### src/rtl/toy_bus_pkg.sv
// Shared ToyBus ACK types and the route-map lookup used by the decode nodes.
package toy_bus_pkg;

    localparam int DEF_DATA_W  = 32;
    localparam int DEF_ID_W    = 4;
    localparam int MAX_OUT_NUM = 8;
    localparam int MAX_ID_W    = 8;
    localparam int MAP_MAX_W   = (2 ** MAX_ID_W) * MAX_OUT_NUM;

    typedef struct packed {
        logic                  opcode;
        logic [DEF_DATA_W-1:0] data;
        logic [DEF_ID_W-1:0]   src_id;
        logic [DEF_ID_W-1:0]   tgt_id;
    } toy_bus_ack_t;

    // Channel mask for one target; bits at or above n are forced to zero.
    function automatic logic [MAX_OUT_NUM-1:0] get_route_mask(
        input logic [MAP_MAX_W-1:0] map,
        input int unsigned          tgt,
        input int unsigned          n
    );
        logic [MAX_OUT_NUM-1:0] mask;
        logic [MAX_OUT_NUM-1:0] keep;
        mask = map[tgt*n +: MAX_OUT_NUM];
        keep = MAX_OUT_NUM'((32'd1 << n) - 32'd1);
        return mask & keep;
    endfunction

    function automatic int unsigned count_ones(input logic [MAX_OUT_NUM-1:0] v);
        int unsigned c;
        c = 0;
        for (int i = 0; i < MAX_OUT_NUM; i++) begin
            c = c + int'(v[i]);
        end
        return c;
    endfunction

endpackage

### src/rtl/toy_bus_skid_buf.sv
// Two-entry valid/ready buffer. Output fields come straight from the head register,
// and in_rdy depends only on the fill level, never on out_rdy.
module toy_bus_skid_buf #(
    parameter int W = 8
) (
    input  logic         clk,
    input  logic         rst_n,
    input  logic         in_vld,
    output logic         in_rdy,
    input  logic [W-1:0] in_data,
    output logic         out_vld,
    input  logic         out_rdy,
    output logic [W-1:0] out_data
);

    logic [1:0]   count;
    logic [W-1:0] head;
    logic [W-1:0] tail;
    logic         push;
    logic         pop;

    assign in_rdy   = (count != 2'd2);
    assign out_vld  = (count != 2'd0);
    assign out_data = head;
    assign push     = in_vld & in_rdy;
    assign pop      = out_vld & out_rdy;

    // A simultaneous push and pop can only happen with one entry held, so the new beat becomes head.
    always_ff @(posedge clk or negedge rst_n) begin
        if (!rst_n) begin
            count <= 2'd0;
            head  <= '0;
            tail  <= '0;
        end else begin
            unique case ({push, pop})
                2'b10: begin
                    if (count == 2'd0) head <= in_data;
                    else               tail <= in_data;
                    count <= count + 2'd1;
                end
                2'b01: begin
                    head  <= tail;
                    count <= count - 2'd1;
                end
                2'b11: head <= in_data;
                default: ;
            endcase
        end
    end

endmodule

### src/rtl/toy_bus_ddec_node_reg.sv
// Registered ACK decode node: steers each ToyBusAck beat to one output channel by tgt_id,
// buffering every channel in its own skid buffer and dropping beats for unmapped targets.
module toy_bus_ddec_node_reg
    import toy_bus_pkg::*;
#(
    parameter int                               OUT_NUM   = 2,
    parameter int                               DATA_W    = DEF_DATA_W,
    parameter int                               ID_W      = DEF_ID_W,
    parameter logic [(2**ID_W)*OUT_NUM-1:0]     ROUTE_MAP = 32'h0000_2009,
    parameter int                               ERR_CNT_W = 16
) (
    input  logic                       clk,
    input  logic                       rst_n,
    input  logic                       in0_vld,
    output logic                       in0_rdy,
    input  logic                       in0_opcode,
    input  logic [DATA_W-1:0]          in0_data,
    input  logic [ID_W-1:0]            in0_src_id,
    input  logic [ID_W-1:0]            in0_tgt_id,
    output logic [OUT_NUM-1:0]         out_vld,
    input  logic [OUT_NUM-1:0]         out_rdy,
    output logic [OUT_NUM-1:0]         out_opcode,
    output logic [OUT_NUM*DATA_W-1:0]  out_data,
    output logic [OUT_NUM*ID_W-1:0]    out_src_id,
    output logic [OUT_NUM*ID_W-1:0]    out_tgt_id,
    output logic                       err_vld,
    output logic [ID_W-1:0]            err_tgt_id,
    output logic [ERR_CNT_W-1:0]       err_cnt
);

    localparam int                   PAY_W   = 1 + DATA_W + 2 * ID_W;
    localparam logic [MAP_MAX_W-1:0] MAP_EXT = MAP_MAX_W'(ROUTE_MAP);

    logic [MAX_OUT_NUM-1:0] mask;
    logic [MAX_OUT_NUM-1:0] sel_oh;
    logic [MAX_OUT_NUM-1:0] ch_rdy_ext;
    logic [OUT_NUM-1:0]     ch_rdy;
    logic [OUT_NUM-1:0]     push;
    logic [PAY_W-1:0]       in_pay;
    logic                   unmapped;
    logic                   drop;

    if (OUT_NUM < 1 || OUT_NUM > MAX_OUT_NUM) begin : g_bad_out_num
        $error("OUT_NUM must be in 1..%0d", MAX_OUT_NUM);
    end
    if (ID_W > MAX_ID_W) begin : g_bad_id_w
        $error("ID_W must not exceed %0d", MAX_ID_W);
    end
    for (genvar t = 0; t < 2 ** ID_W; t++) begin : g_map_chk
        if (count_ones(get_route_mask(MAP_EXT, t, OUT_NUM)) > 1) begin : g_multi
            $error("ROUTE_MAP entry %0d selects more than one channel", t);
        end
    end

    // A multi-bit mask is misconfigured; isolating the lowest set bit keeps routing deterministic.
    always_comb begin
        mask       = get_route_mask(MAP_EXT, 32'(in0_tgt_id), OUT_NUM);
        sel_oh     = mask & (~mask + 1'b1);
        ch_rdy_ext = MAX_OUT_NUM'(ch_rdy);
    end

    assign unmapped = (sel_oh == '0);
    assign in0_rdy  = unmapped | (|(sel_oh & ch_rdy_ext));
    assign drop     = in0_vld & unmapped;
    assign push     = OUT_NUM'(sel_oh) & {OUT_NUM{in0_vld}};
    assign in_pay   = {in0_opcode, in0_data, in0_src_id, in0_tgt_id};

    for (genvar i = 0; i < OUT_NUM; i++) begin : g_ch
        logic [PAY_W-1:0] pay;

        toy_bus_skid_buf #(
            .W(PAY_W)
        ) u_buf (
            .clk      (clk),
            .rst_n    (rst_n),
            .in_vld   (push[i]),
            .in_rdy   (ch_rdy[i]),
            .in_data  (in_pay),
            .out_vld  (out_vld[i]),
            .out_rdy  (out_rdy[i]),
            .out_data (pay)
        );

        assign {out_opcode[i], out_data[i*DATA_W +: DATA_W],
                out_src_id[i*ID_W +: ID_W], out_tgt_id[i*ID_W +: ID_W]} = pay;
    end

    // Drop reporting: a one-cycle pulse, the last dropped tgt_id, and a saturating count.
    always_ff @(posedge clk or negedge rst_n) begin
        if (!rst_n) begin
            err_vld    <= 1'b0;
            err_tgt_id <= '0;
            err_cnt    <= '0;
        end else begin
            err_vld <= drop;
            if (drop) begin
                err_tgt_id <= in0_tgt_id;
                if (err_cnt != '1) err_cnt <= err_cnt + 1'b1;
            end
        end
    end

endmodule

### config.mk
export PLATFORM = sky130hd
export DESIGN_NAME = toy_bus_ddec_node_reg
export DESIGN_NICKNAME = d
export VERILOG_FILES = /design/src/rtl/toy_bus_pkg.sv /design/src/rtl/toy_bus_skid_buf.sv /design/src/rtl/toy_bus_ddec_node_reg.sv
export SDC_FILE = /design/constraint.sdc
export NUM_CORES = 1
export LEC_CHECK = 0
export ABC_AREA = 1
export CAP_MARGIN = 30
export CORE_ASPECT_RATIO = 1.25
export CORE_UTILIZATION = 35
export CTS_CLUSTER_SIZE = 28
export DETAILED_ROUTE_END_ITERATION = 8
export MAX_ROUTING_LAYER = met4
export PLACE_DENSITY_LB_ADDON = 0.12
export SLEW_MARGIN = 30
export SYNTH_ARGS = -nofsm -noshare
export SYNTH_HDL_FRONTEND = slang
export SYNTH_SLANG_ARGS = --single-unit
### constraint.sdc
create_clock -name clk -period 4.8 [get_ports clk]
set_clock_uncertainty 0.05 [all_clocks]
set_input_delay 0.72 -clock clk [delete_from_list [all_inputs] [get_ports clk]]
set_output_delay 0.72 -clock clk [all_outputs]
set_load 0.02 [all_outputs]
== Word-level counts from Yosys, hierarchy flattened ==
Cells that the tools add are included.
W data, S select, Z words.

* Bits in writable memories: 0
* Logic and storage cells: 60
* Input port bits: 46
* Latch bits: 0
* Bits in registers: 189
* Output and inout port bits: 106
* Memories kept: 0
* ROM bits: 0

* $add $sub $neg: 6
* Divide/modulo/power cells: 0
* Mux-type cells: 6
* $mul: 0
* Equal/unequal tests: 11
* Shift operators: 1
* Reductions and logical operators: 15
* $lt $le $gt $ge: 0
* Bitwise gates (word level): 12

{| class="wikitable"
|+ Operator list
! cell !! count
|-
| $shiftx A2048 B6 Y2 const A || 1
|-
| $pmux W41 S3 || 2
|-
| $mux W41 || 2
|-
| $add A16 B1 Y16 const B || 1
|-
| $ne A16 B16 Y1 const B || 1
|-
| $reduce_and A2 Y1 || 5
|-
| $add A8 B1 Y8 const B || 1
|-
| $and A2 B8 Y8 || 1
|-
| $and A8 B2 Y8 || 1
|-
| $eq A2 B2 Y1 const B || 4
|-
| $logic_not A8 Y1 || 1
|-
| $not A2 Y8 || 1
|-
| $pmux W2 S2 || 2
|-
| $reduce_bool A2 Y1 || 4
|-
| $reduce_or A8 Y1 || 1
|-
| $reduce_bool A3 Y1 || 2
|-
| $and A1 B1 Y1 || 5
|-
| $add A2 B1 Y2 const B || 2
|-
| $eq A2 B1 Y1 const B || 2
|-
| $logic_not A2 Y1 || 2
|-
| $ne A2 B1 Y1 const B || 2
|-
| $ne A2 B2 Y1 const B || 2
|-
| $sub A2 B1 Y2 const B || 2
|-
| $and A2 B2 Y2 || 1
|-
| 2 further kinds || 3
|}

== Depth between registers and ports, before layout ==
Gate-level depths: netlist (run 1).

* Depth after elaboration: 9
* Depth in mapped cells: 13
* Gate-level depth less buffers: 11

== Modules after synthesis ==
A second synthesis (run 1) with hierarchy kept.

* Cells, all modules: 1119
* Area total of the unflattened synthesis: 9422.8 sq um

{| class="wikitable"
|+ By module, submodules not included
! module !! area an instance (sq um) !! instances !! sequential area each (sq um) !! cells each
|-
| toy_bus_skid_buf || 4023.9 || 2 || 2102.0 || 463
|-
| toy_bus_ddec_node_reg || 1375.1 || 1 || 525.5 || 193
|}

== Worst setup path before layout (run 1) ==
No wires, ideal clock.

* Path type: input port to flip-flop
* Start point: input in0_tgt_id[0]
* End point: register g_ch[0].u_buf.head[20]
* Setup time: 0.117 ns
* Setup slack: 2.557 ns
* Arrival time: 2.076 ns
* Buffers on the path: 2
* Data required time: 4.633 ns
* Stages on the path: 13
* Cells stage by stage: nor2_2 -> nand3_2 -> nor2_2 -> inv_1 -> nor2_1 -> inv_1 -> ha_1 -> buf_2 -> buf_1 -> nand2_1 -> o21ai_0 -> nand2_1 -> nand2_1

* Word-level cells in the longest chain between the ends: 9
* Elaborated cells between the ends (all ways): 13
* Classes of those cells: add/sub: 1; eq/ne: 4; shift: 1; mux: 1; bitwise: 4; reduce/logical: 2

{| class="wikitable"
|+ Ends and longest elaborated chain
! item !! line !! source
|-
| from (decl) || toy_bus_ddec_node_reg.sv:19 || <nowiki>input logic [ID_W-1:0] in0_tgt_id,</nowiki>
|-
| $shiftx A2048 B6 Y2 * || toy_bus_pkg.sv:25 || <nowiki>mask = map[tgt*n +: MAX_OUT_NUM];</nowiki>
|-
| $not A2 Y8 || toy_bus_ddec_node_reg.sv:58 || <nowiki>sel_oh = mask & (~mask + 1'b1);</nowiki>
|-
| $add A8 B1 Y8 || toy_bus_ddec_node_reg.sv:58 ||
|-
| $and A2 B8 Y8 * || toy_bus_ddec_node_reg.sv:58 ||
|-
| $and A2 B2 Y2 * || toy_bus_ddec_node_reg.sv:65 || <nowiki>assign push = OUT_NUM'(sel_oh) & {OUT_NUM{in0_vld}};</nowiki>
|-
| $and A1 B1 Y1 * || toy_bus_skid_buf.sv:25 || <nowiki>assign push = in_vld & in_rdy;</nowiki>
|-
| $eq A2 B2 Y1 or $eq A2 B1 Y1 (tied branches) || toy_bus_skid_buf.sv:35 || <nowiki>unique case ({push, pop})</nowiki>
|-
| $ne A2 B1 Y1 (no line) or $reduce_bool A3 Y1 (tied branches) || - ||
|-
| $reduce_and A2 Y1 (no line) || - ||
|-
| to (signal assigned) || toy_bus_skid_buf.sv:37 || <nowiki>if (count == 2'd0) head <= in_data;</nowiki>
|-
| to (signal assigned) || toy_bus_skid_buf.sv:42 || <nowiki>head <= tail;</nowiki>
|-
| to (signal assigned) || toy_bus_skid_buf.sv:45 || <nowiki>2'b11: head <= in_data;</nowiki>
|-
| to (decl) || toy_bus_skid_buf.sv:17 || <nowiki>logic [W-1:0] head;</nowiki>
|}

Every way passes the cells marked *; elsewhere a longest branch is shown, timed or not.
A chain may end at the register's enable or synchronous reset.

== Final worst setup path (run 1) ==
* Start point: input in0_tgt_id[0]
* End point: output in0_rdy

* Word-level cells in the longest chain between the ends: 7
* Elaborated cells between the ends (all ways): 8
* Classes of those cells: add/sub: 1; shift: 1; bitwise: 4; reduce/logical: 2

{| class="wikitable"
|+ Ends and longest elaborated chain
! item !! line !! source
|-
| $shiftx A2048 B6 Y2 * || toy_bus_pkg.sv:25 ||
|-
| $not A2 Y8 || toy_bus_ddec_node_reg.sv:58 ||
|-
| $add A8 B1 Y8 || toy_bus_ddec_node_reg.sv:58 ||
|-
| $and A2 B8 Y8 * || toy_bus_ddec_node_reg.sv:58 ||
|-
| $and A8 B2 Y8 || toy_bus_ddec_node_reg.sv:63 || <nowiki>assign in0_rdy = unmapped | (|(sel_oh & ch_rdy_ext));</nowiki>
|-
| $reduce_or A8 Y1 || toy_bus_ddec_node_reg.sv:63 ||
|-
| $or A1 B1 Y1 * || toy_bus_ddec_node_reg.sv:63 ||
|-
| to (decl) || toy_bus_ddec_node_reg.sv:15 || <nowiki>output logic in0_rdy,</nowiki>
|}

Marked as above.

==> impl_metrics.json, run 1 <==
{
  "root_buffer": "clkbuf_16",
  "dr.pass1.iters": 5,
  "antenna_cells": 0,
  "p_per_area_nw_per_um2": 608.4,
  "cp_num_buf_inv": 3,
  "cp_top_family": "buffers and inverters",
  "route.detailed.drc": 0,
  "drtIter0Drc": 408,
  "antenna_found_initial": 0,
  "fmax_mhz": 313.0,
  "synth.area.top_cells": "dfrtp_1 55%, nand2_1 18%, o21ai_0 10%",
  "cp-end-kind": "output port",
  "rrSetupSlack_ns": 2.13,
  "yosys_register_bits": 189,
  "die_area_sq_um": 25350,
  "cp.arrival_ns": 2.42,
  "grt_pass1_wl_microns": 36380,
  "die_w_microns": 142.6,
  "num_rows": 63,
  "gp_congestion": 0.7880,
  "overflow": 0,
  "drive_gt1_share_pct": 6.071,
  "fin_crit_ns": 3.195,
  "hold_buffers": 0,
  "syn_nets": 1109,
  "startpoint_type": "input pin",
  "ir_drop_mv": 0.2603,
  "cp-endpoint": "in0_rdy",
  "routed_wl_microns": 22210,
  "r2r_cells": 7,
  "yosysTopAreaCell": "dfrtp_1",
  "cpPeakStageDelay_ns": 0.62,
  "timing.rr.start": "g_ch[0].u_buf.count[0]$_DFFE_PN0P_",
  "p_leak_nw": 5.209,
  "grt_pass1_vias": 6728,
  "layout_commonest_cell": "nand2_1",
  "maxCapViolCount": 0,
  "startpoint": "in0_tgt_id[0]",
  "path_cells": "clkdlybuf4s50_1 -> nor2_2 -> nand3_2 -> nor2_2 -> inv_1 -> nand3_1 -> clkdlybuf4s50_1",
  "clk_latency_ns": 0.43,
  "ys_warn_count": 0,
  "start_util_pct": 36.10,
  "cp.depth": 7,
  "dr_total_vias": 7088,
  "hp-class": "in2async",
  "fin_crit_sh_pct": 66.56,
  "path_class": "in2out",
  "synth_area_per_cell_sq_um": 8.184,
  "ant_nets": 0,
  "hold_viol": 0,
  "final_cell_mix": "413 x nand2_1, 189 x dfrtp_1, 172 x o21ai_0, 150 x clkdlybuf4s50_1, 91 x nand3_1",
  "yosysSeqAreaShare_pct": 54.67,
  "synth_area_sq_um": 8651,
  "worst_slew_pin_slew_ns": 0.8913,
  "finalSetupTns_ns": 0,
  "grt_max_degree": 110,
  "maxSlewHeadroom_pct": 40.37,
  "cts.clk_slew.worst_paths_ns": 0.07,
  "multi_input_area_sq_um": 3379,
  "numCtsBuffers": 17,
  "outcome": "complete, no violations",
  "ios": 152,
  "viasPerCell": 4.691,
  "dp_hpwl_microns": 13960,
  "wl_per_cell_microns": 14.70,
  "area_growth_pct": 26.29,
  "rsz0062_at_grt": "false",
  "core_region_area_sq_um": 23960,
  "cp_max_fo": 4,
  "power_mw": 6.647,
  "setup_viol": 0,
  "cts-resized-gates": 0,
  "cts_max_level": 4,
  "cts.sinks": 189,
  "syn_inst": 1057,
  "final_nets": 1226,
  "nFillCells": 2412,
  "die_h_microns": 177.8,
  "clockBufferDepth": 2,
  "port_buffers": 151,
  "worst-endpoint-required_ns": 4.03,
  "slowest_stage": "clkdlybuf4s50_1",
  "slew_viol_final": 0,
  "r2r-end": "g_ch[0].u_buf.tail[30]$_DFFE_PN0P_",
  "postCtsSetupBuffers": 0,
  "grt_usage_pct": 19.23,
  "yosysUniqueCellTypes": 25,
  "regArea_sq_um": 4730,
  "cts_tree": "done",
  "yosysTopAreaCellShare_pct": 54.67
}
-- cell type report --
type	instances	area share (%)
Sequential cell	189	43.29
Multi-Input combinational cell	741	30.93
Timing Repair Buffer	161	14.57
Clock buffer	21	4.306
Tap cell	325	3.722
Inverter	64	2.199
Clock inverter	10	0.9849
-- stage by stage --
stage / hold WS, ns / std cells / instance area [sq um] / setup slack, ns / utilization [%]
after global placement: 0.4157 / 1480 / 10330 / 1.404 / 43.09
after detailed placement: 0.4229 / 1480 / 10340 / 1.354 / 43.13
after floorplan: 0.3744 / 1057 / 8651 / 2.557 / -
after global routing: 0.3811 / 1511 / 10930 / 1.457 / 45.59
final: 0.2950 / 1511 / 10930 / 1.605 / 45.59
after CTS: 0.3928 / 1511 / 10910 / 1.591 / 45.55
-- worst min-delay path by stage --
stage | end | slack, ns | depth (start not counted)
after global routing | err_cnt[15]$_DFFE_PN0P_ | 0.38 | 1
after floorplan | err_cnt[0]$_DFFE_PN0P_ | 0.37 | 0
after global placement | g_ch[1].u_buf.tail[39]$_DFFE_PN0P_ | 0.42 | 2
after detailed placement | g_ch[1].u_buf.tail[38]$_DFFE_PN0P_ | 0.42 | 2
final | err_cnt[15]$_DFFE_PN0P_ | 0.29 | 1
after CTS | err_cnt[15]$_DFFE_PN0P_ | 0.39 | 1
-- sequential cells by signal, summed over array words and instances (netlist names) --
signal               count
err_vld                  1
g_ch.u_buf.tail         82
err_tgt_id               4
g_ch.u_buf.count         4
g_ch.u_buf.out_data     82
err_cnt                 16
-- metal layers --
layer	GRT usage [%]	part of all wire, %	up-vias
li1	-	-	3606
met5	-	0	-
met3	3.454	3.7	15
met2	30.64	48	134
met1	25.04	47	3333
met4	5.421	1.4	0
-- report_power, final --
group / leakage (nW) / internal, mW / switching (mW)
Sequential: 2.42 / 2.29 / 0.433
Combinational: 2.51 / 1.10 / 1.43
Clock: 0.274 / 0.763 / 0.631
Total: 5.21 / 4.15 / 2.50
-- logic make-up after synthesis --
family | Yosys count | share of synthesized area (%)
flops | 189 | 54.67
fa+ha+maj | 6 | 0.8678
buf+inv | 127 | 6.639
simple gates | 549 | 26.54
compound gates | 174 | 10.07
xor+xnor | 12 | 1.215
-- Yosys cell counts --
library cell  count
a21oi_1           2
buf_1             5
buf_2            12
buf_4             3
buf_6             8
buf_8             1
clkbuf_1         34
dfrtp_1         189
ha_1              6
inv_1            58
inv_2             6
nand2_1         416
nand2_2           5
nand2_4           3
nand3_1          91
nand3_2           3
nand3_4           1
nand4_1           5
nand4_2           1
nor2_1           17
nor2_2            4
nor2_4            3
o21ai_0         172
xnor2_1           7
xor2_1            5
Note: power is estimated with default switching activity, not from simulation.
==> run 2, diff against run 1 <==
==> constraint.sdc (replaced) <==
create_clock -name clk -period 2.6 [get_ports clk]
set_clock_uncertainty 0.05 [all_clocks]
set_input_delay 0.39 -clock clk [delete_from_list [all_inputs] [get_ports clk]]
set_output_delay 0.39 -clock clk [all_outputs]
set_load 0.02 [all_outputs]
==> impl_metrics.json, run 2 (synthesized netlist as in run 1, its figures left out) <==
{
  "ant_nets": 0,
  "grt_pass1_wl_microns": 36470,
  "p_leak_nw": 5.334,
  "finalSetupTns_ns": 0,
  "grt_pass1_vias": 6954,
  "busiest_layer": "met2",
  "die_area_sq_um": 25350,
  "root_buffer": "clkbuf_16",
  "grtUsageMet3_pct": 2.159,
  "fin_cells": 1523,
  "place_inst": 1490,
  "cp-end-kind": "output port",
  "gp_congestion": 0.8069,
  "final_cell_mix": "413 x nand2_1, 189 x dfrtp_1, 172 x o21ai_0, 150 x clkdlybuf4s50_1, 91 x nand3_1",
  "wl_per_cell_microns": 14.66,
  "cts.clk_slew.worst_paths_ns": 0.07,
  "core_region_area_sq_um": 23960,
  "path_class": "in2out",
  "maxCapViolCount": 0,
  "drtIter0Drc": 389,
  "fmax_mhz": 409.4,
  "cp.arrival_ns": 2.00,
  "hold_viol": 0,
  "die_w_microns": 142.6,
  "worst_slew_pin_slew_ns": 0.5219,
  "fin_crit_ns": 2.443,
  "clockBufferDepth": 2,
  "start_util_pct": 36.10,
  "slew_viol_final": 0,
  "place_ws_ns": 0.1166,
  "drive_gt1_share_pct": 7.012,
  "cp_max_fo": 4,
  "port_buffers": 151,
  "setup_slack_ns": 0.1574,
  "fin_crit_sh_pct": 93.95,
  "route.detailed.drc": 0,
  "worst-endpoint-required_ns": 2.16,
  "rsz0062_at_grt": "false",
  "antenna_cells": 0,
  "gr-usage-met2_pct": 31.86,
  "finish.utilization_pct": 46.53,
  "numCtsBuffers": 17,
  "routed_wl_microns": 22330,
  "met1_usage_pct": 24.39,
  "layout_commonest_cell": "nand2_1",
  "grt_usage_pct": 19.13,
  "cts_max_level": 4,
  "setup_viol": 0,
  "hp-class": "in2async",
  "grt_max_degree": 83,
  "regArea_sq_um": 4730,
  "dp_hpwl_microns": 14450,
  "cts-resized-gates": 0,
  "area_growth_pct": 28.88,
  "ir_drop_mv": 0.5023,
  "p_per_area_nw_per_um2": 1131,
  "dr_total_vias": 7081,
  "num_rows": 63,
  "startpoint_type": "input pin",
  "outcome": "complete, no violations",
  "antenna_found_initial": 0,
  "postCtsSetupBuffers": 0,
  "dr.pass1.iters": 5,
  "overflow": 0,
  "viasPerCell": 4.649,
  "hold_buffers": 1,
  "multi_input_area_sq_um": 3359,
  "ios": 152,
  "power_mw": 12.61,
  "cts_tree": "done",
  "final_nets": 1237,
  "die_h_microns": 177.8,
  "clk_latency_ns": 0.42,
  "cts.sinks": 189,
  "nFillCells": 2432,
  "maxSlewHeadroom_pct": 65.20
}
==> run 2: path summary, 6_finish.rpt <==
kind	startpoint	endpoint	slack [ns]	cells past startpoint
min in group clk	g_ch[0].u_buf.tail[39]$_DFFE_PN0P_	g_ch[0].u_buf.tail[39]$_DFFE_PN0P_	0.44	2
worst max register to register	g_ch[0].u_buf.count[0]$_DFFE_PN0P_	g_ch[0].u_buf.out_data[26]$_DFFE_PN0P_	0.67	8
worst max-delay path	in0_tgt_id[0]	in0_rdy	0.16	7
worst min register to register	g_ch[0].u_buf.tail[39]$_DFFE_PN0P_	g_ch[0].u_buf.tail[39]$_DFFE_PN0P_	0.44	2
worst min-delay path	rst_n	err_cnt[6]$_DFFE_PN0P_	0.40	2
max in group asynchronous	rst_n	g_ch[0].u_buf.tail[2]$_DFFE_PN0P_	1.37	3
==> run 2: cell type report <==
class	count	area share (%)
inverter	64	2.155
timing repair buffer	172	15.92
clock buffer	18	3.939
clock inverter	14	1.784
tap	325	3.647
sequential	189	42.42
multi-input combinational	741	30.13
==> run 2: critical path, stage by stage <==
cell and delay (ns):
clkdlybuf4s50_1 0.47, nor2_2 0.16, nand3_2 0.09, nor2_2 0.12, inv_1 0.07, nand3_1 0.09, clkdlybuf4s50_1 0.60
==> run 2: per-layer routing <==
layer	vias to the layer above	routed length, microns
li1	3622	-
met1	3311	10380
met2	129	11010
met3	19	625
met4	0	314
met5	-	0
==> run 2: per-stage QoR <==
step                hold WS [ns]  area (sq um)
floorplan                0.04441          8651
finish                    0.4030         11150
global route              0.4371         11150
global placement          0.3115         10500
CTS                       0.4082         11150
detailed placement        0.3109         10500
==> run 2: where the power goes <==
part | internal, mW | switching [mW] | total [mW]
Clock | 1.58 | 1.23 | 2.81
Sequential | 4.23 | 0.795 | 5.02
Combinational | 2.11 | 2.66 | 4.77
Total | 7.92 | 4.69 | 12.6
==> run 3, diff against run 2 <==
--- a/config.mk
+++ b/config.mk
@@ -11,8 +11,10 @@
 export CORE_UTILIZATION = 35
 export CTS_CLUSTER_SIZE = 28
 export DETAILED_ROUTE_END_ITERATION = 8
+export HOLD_SLACK_MARGIN = 0.1
 export MAX_ROUTING_LAYER = met4
 export PLACE_DENSITY_LB_ADDON = 0.12
+export SKIP_CTS_REPAIR_TIMING = 1
 export SLEW_MARGIN = 30
 export SYNTH_ARGS = -nofsm -noshare
 export SYNTH_HDL_FRONTEND = slang
==> impl_metrics.json, run 3 (synthesized netlist as in run 1, its figures left out) <==
{
  "outcome": "complete, no violations",
  "area_growth_pct": 28.88,
  "grt_usage_pct": 19.13,
  "final_cell_mix": "413 x nand2_1, 189 x dfrtp_1, 172 x o21ai_0, 150 x clkdlybuf4s50_1, 91 x nand3_1",
  "layout_commonest_cell": "nand2_1",
  "clk_latency_ns": 0.42,
  "drive_gt1_share_pct": 7.012,
  "hp-class": "in2async",
  "gp_congestion": 0.8069,
  "core_region_area_sq_um": 23960,
  "p_leak_nw": 5.334,
  "antenna_cells": 0,
  "ant_nets": 0,
  "grt_pass1_wl_microns": 36470,
  "route.detailed.drc": 0,
  "finalSetupTns_ns": 0,
  "ir_drop_mv": 0.5023,
  "wl_per_cell_microns": 14.66,
  "grt_pass1_vias": 6952,
  "setup_viol": 0,
  "slew_viol_final": 0,
  "die_area_sq_um": 25350,
  "ios": 152,
  "cts_tree": "done",
  "dp_hpwl_microns": 14450,
  "cts.clk_slew.worst_paths_ns": 0.07,
  "maxCapViolCount": 0,
  "rsz0062_at_grt": "false",
  "die_w_microns": 142.6,
  "place_ws_ns": 0.1166,
  "startpoint_type": "input pin",
  "drtIter0Drc": 389,
  "fin_crit_sh_pct": 93.95,
  "grt_max_degree": 83,
  "timing.rr.start": "g_ch[0].u_buf.count[0]$_DFFE_PN0P_",
  "startpoint": "in0_tgt_id[0]",
  "cts_max_level": 4,
  "num_rows": 63,
  "start_util_pct": 36.10,
  "cpPeakStageDelay_ns": 0.60,
  "p_per_area_nw_per_um2": 1131,
  "root_buffer": "clkbuf_16",
  "numCtsBuffers": 17,
  "viasPerCell": 4.653,
  "dr_total_vias": 7086,
  "overflow": 0,
  "power_mw": 12.61,
  "fin_crit_ns": 2.443,
  "cp.arrival_ns": 2.00,
  "dr.pass1.iters": 5,
  "setup_slack_ns": 0.1574,
  "die_h_microns": 177.8,
  "path_class": "in2out",
  "path_cells": "clkdlybuf4s50_1 -> nor2_2 -> nand3_2 -> nor2_2 -> inv_1 -> nand3_1 -> clkdlybuf4s50_1",
  "worst_slew_pin_slew_ns": 0.5219,
  "slowest_stage": "clkdlybuf4s50_1",
  "cp-end-kind": "output port",
  "routed_wl_microns": 22330,
  "fmax_mhz": 409.4,
  "antenna_found_initial": 0,
  "worst-endpoint-required_ns": 2.16,
  "port_buffers": 151,
  "hold_viol": 0,
  "clockBufferDepth": 2,
  "cp_max_fo": 4,
  "final_nets": 1237,
  "maxSlewHeadroom_pct": 65.20,
  "cts.sinks": 189
}
run 3: cell counts in the layout (fill, tap and decap cells not counted):
Identical to the previous run, type by type.
run 3: through the flow:
stage	cell area, sq um	std cells	util (%)	hold slack, ns
floorplan	8651	1057	-	0.04441
global placement	10500	1490	43.82	0.3115
detailed placement	10500	1490	43.82	0.3109
CTS	11140	1522	46.49	-0.1569
global route	11150	1523	46.53	0.4379
finish	11150	1523	46.53	0.4039
run 3: routing by layer:
metal | part of all wire [%] | routed length [microns] | track usage, %
met1 | 46 | 10380 | 24.39
met2 | 49 | 11010 | 31.86
met3 | 2.8 | 625 | 2.159
met4 | 1.4 | 314 | 5.824
met5 | 0 | 0 | -
run 3: area by class of cell:
type,count,area [sq um]
Tap cell,325,406.6
Multi-Input combinational cell,741,3359
Clock buffer,18,439.2
Timing Repair Buffer,172,1775
Clock inverter,14,198.9
Fill cell,2431,12810
Inverter,64,240.2
Sequential cell,189,4730
run 3: power by group:
group	total (mW)	switching [mW]	internal [mW]
clock network	2.82	1.23	1.58
logic	4.77	2.66	2.11
registers	5.02	0.795	4.23
total	12.6	4.69	7.92
run 3: worst paths after layout:
kind | endpoint | slack [ns] | cells after the start
setup / recovery | in0_rdy | 0.16 | 7
hold / removal | err_cnt[6]$_DFFE_PN0P_ | 0.40 | 2
setup reg to reg | g_ch[0].u_buf.out_data[26]$_DFFE_PN0P_ | 0.67 | 8
hold reg to reg | g_ch[0].u_buf.tail[39]$_DFFE_PN0P_ | 0.44 | 2
max in group asynchronous | g_ch[0].u_buf.tail[2]$_DFFE_PN0P_ | 1.36 | 3
min in group clk | g_ch[0].u_buf.tail[39]$_DFFE_PN0P_ | 0.44 | 2
run 3: worst max-delay path: cells and delay by family:
kind	cells	cell delay (ns)
simple gates	4	0.46
buf+inv	3	1.14
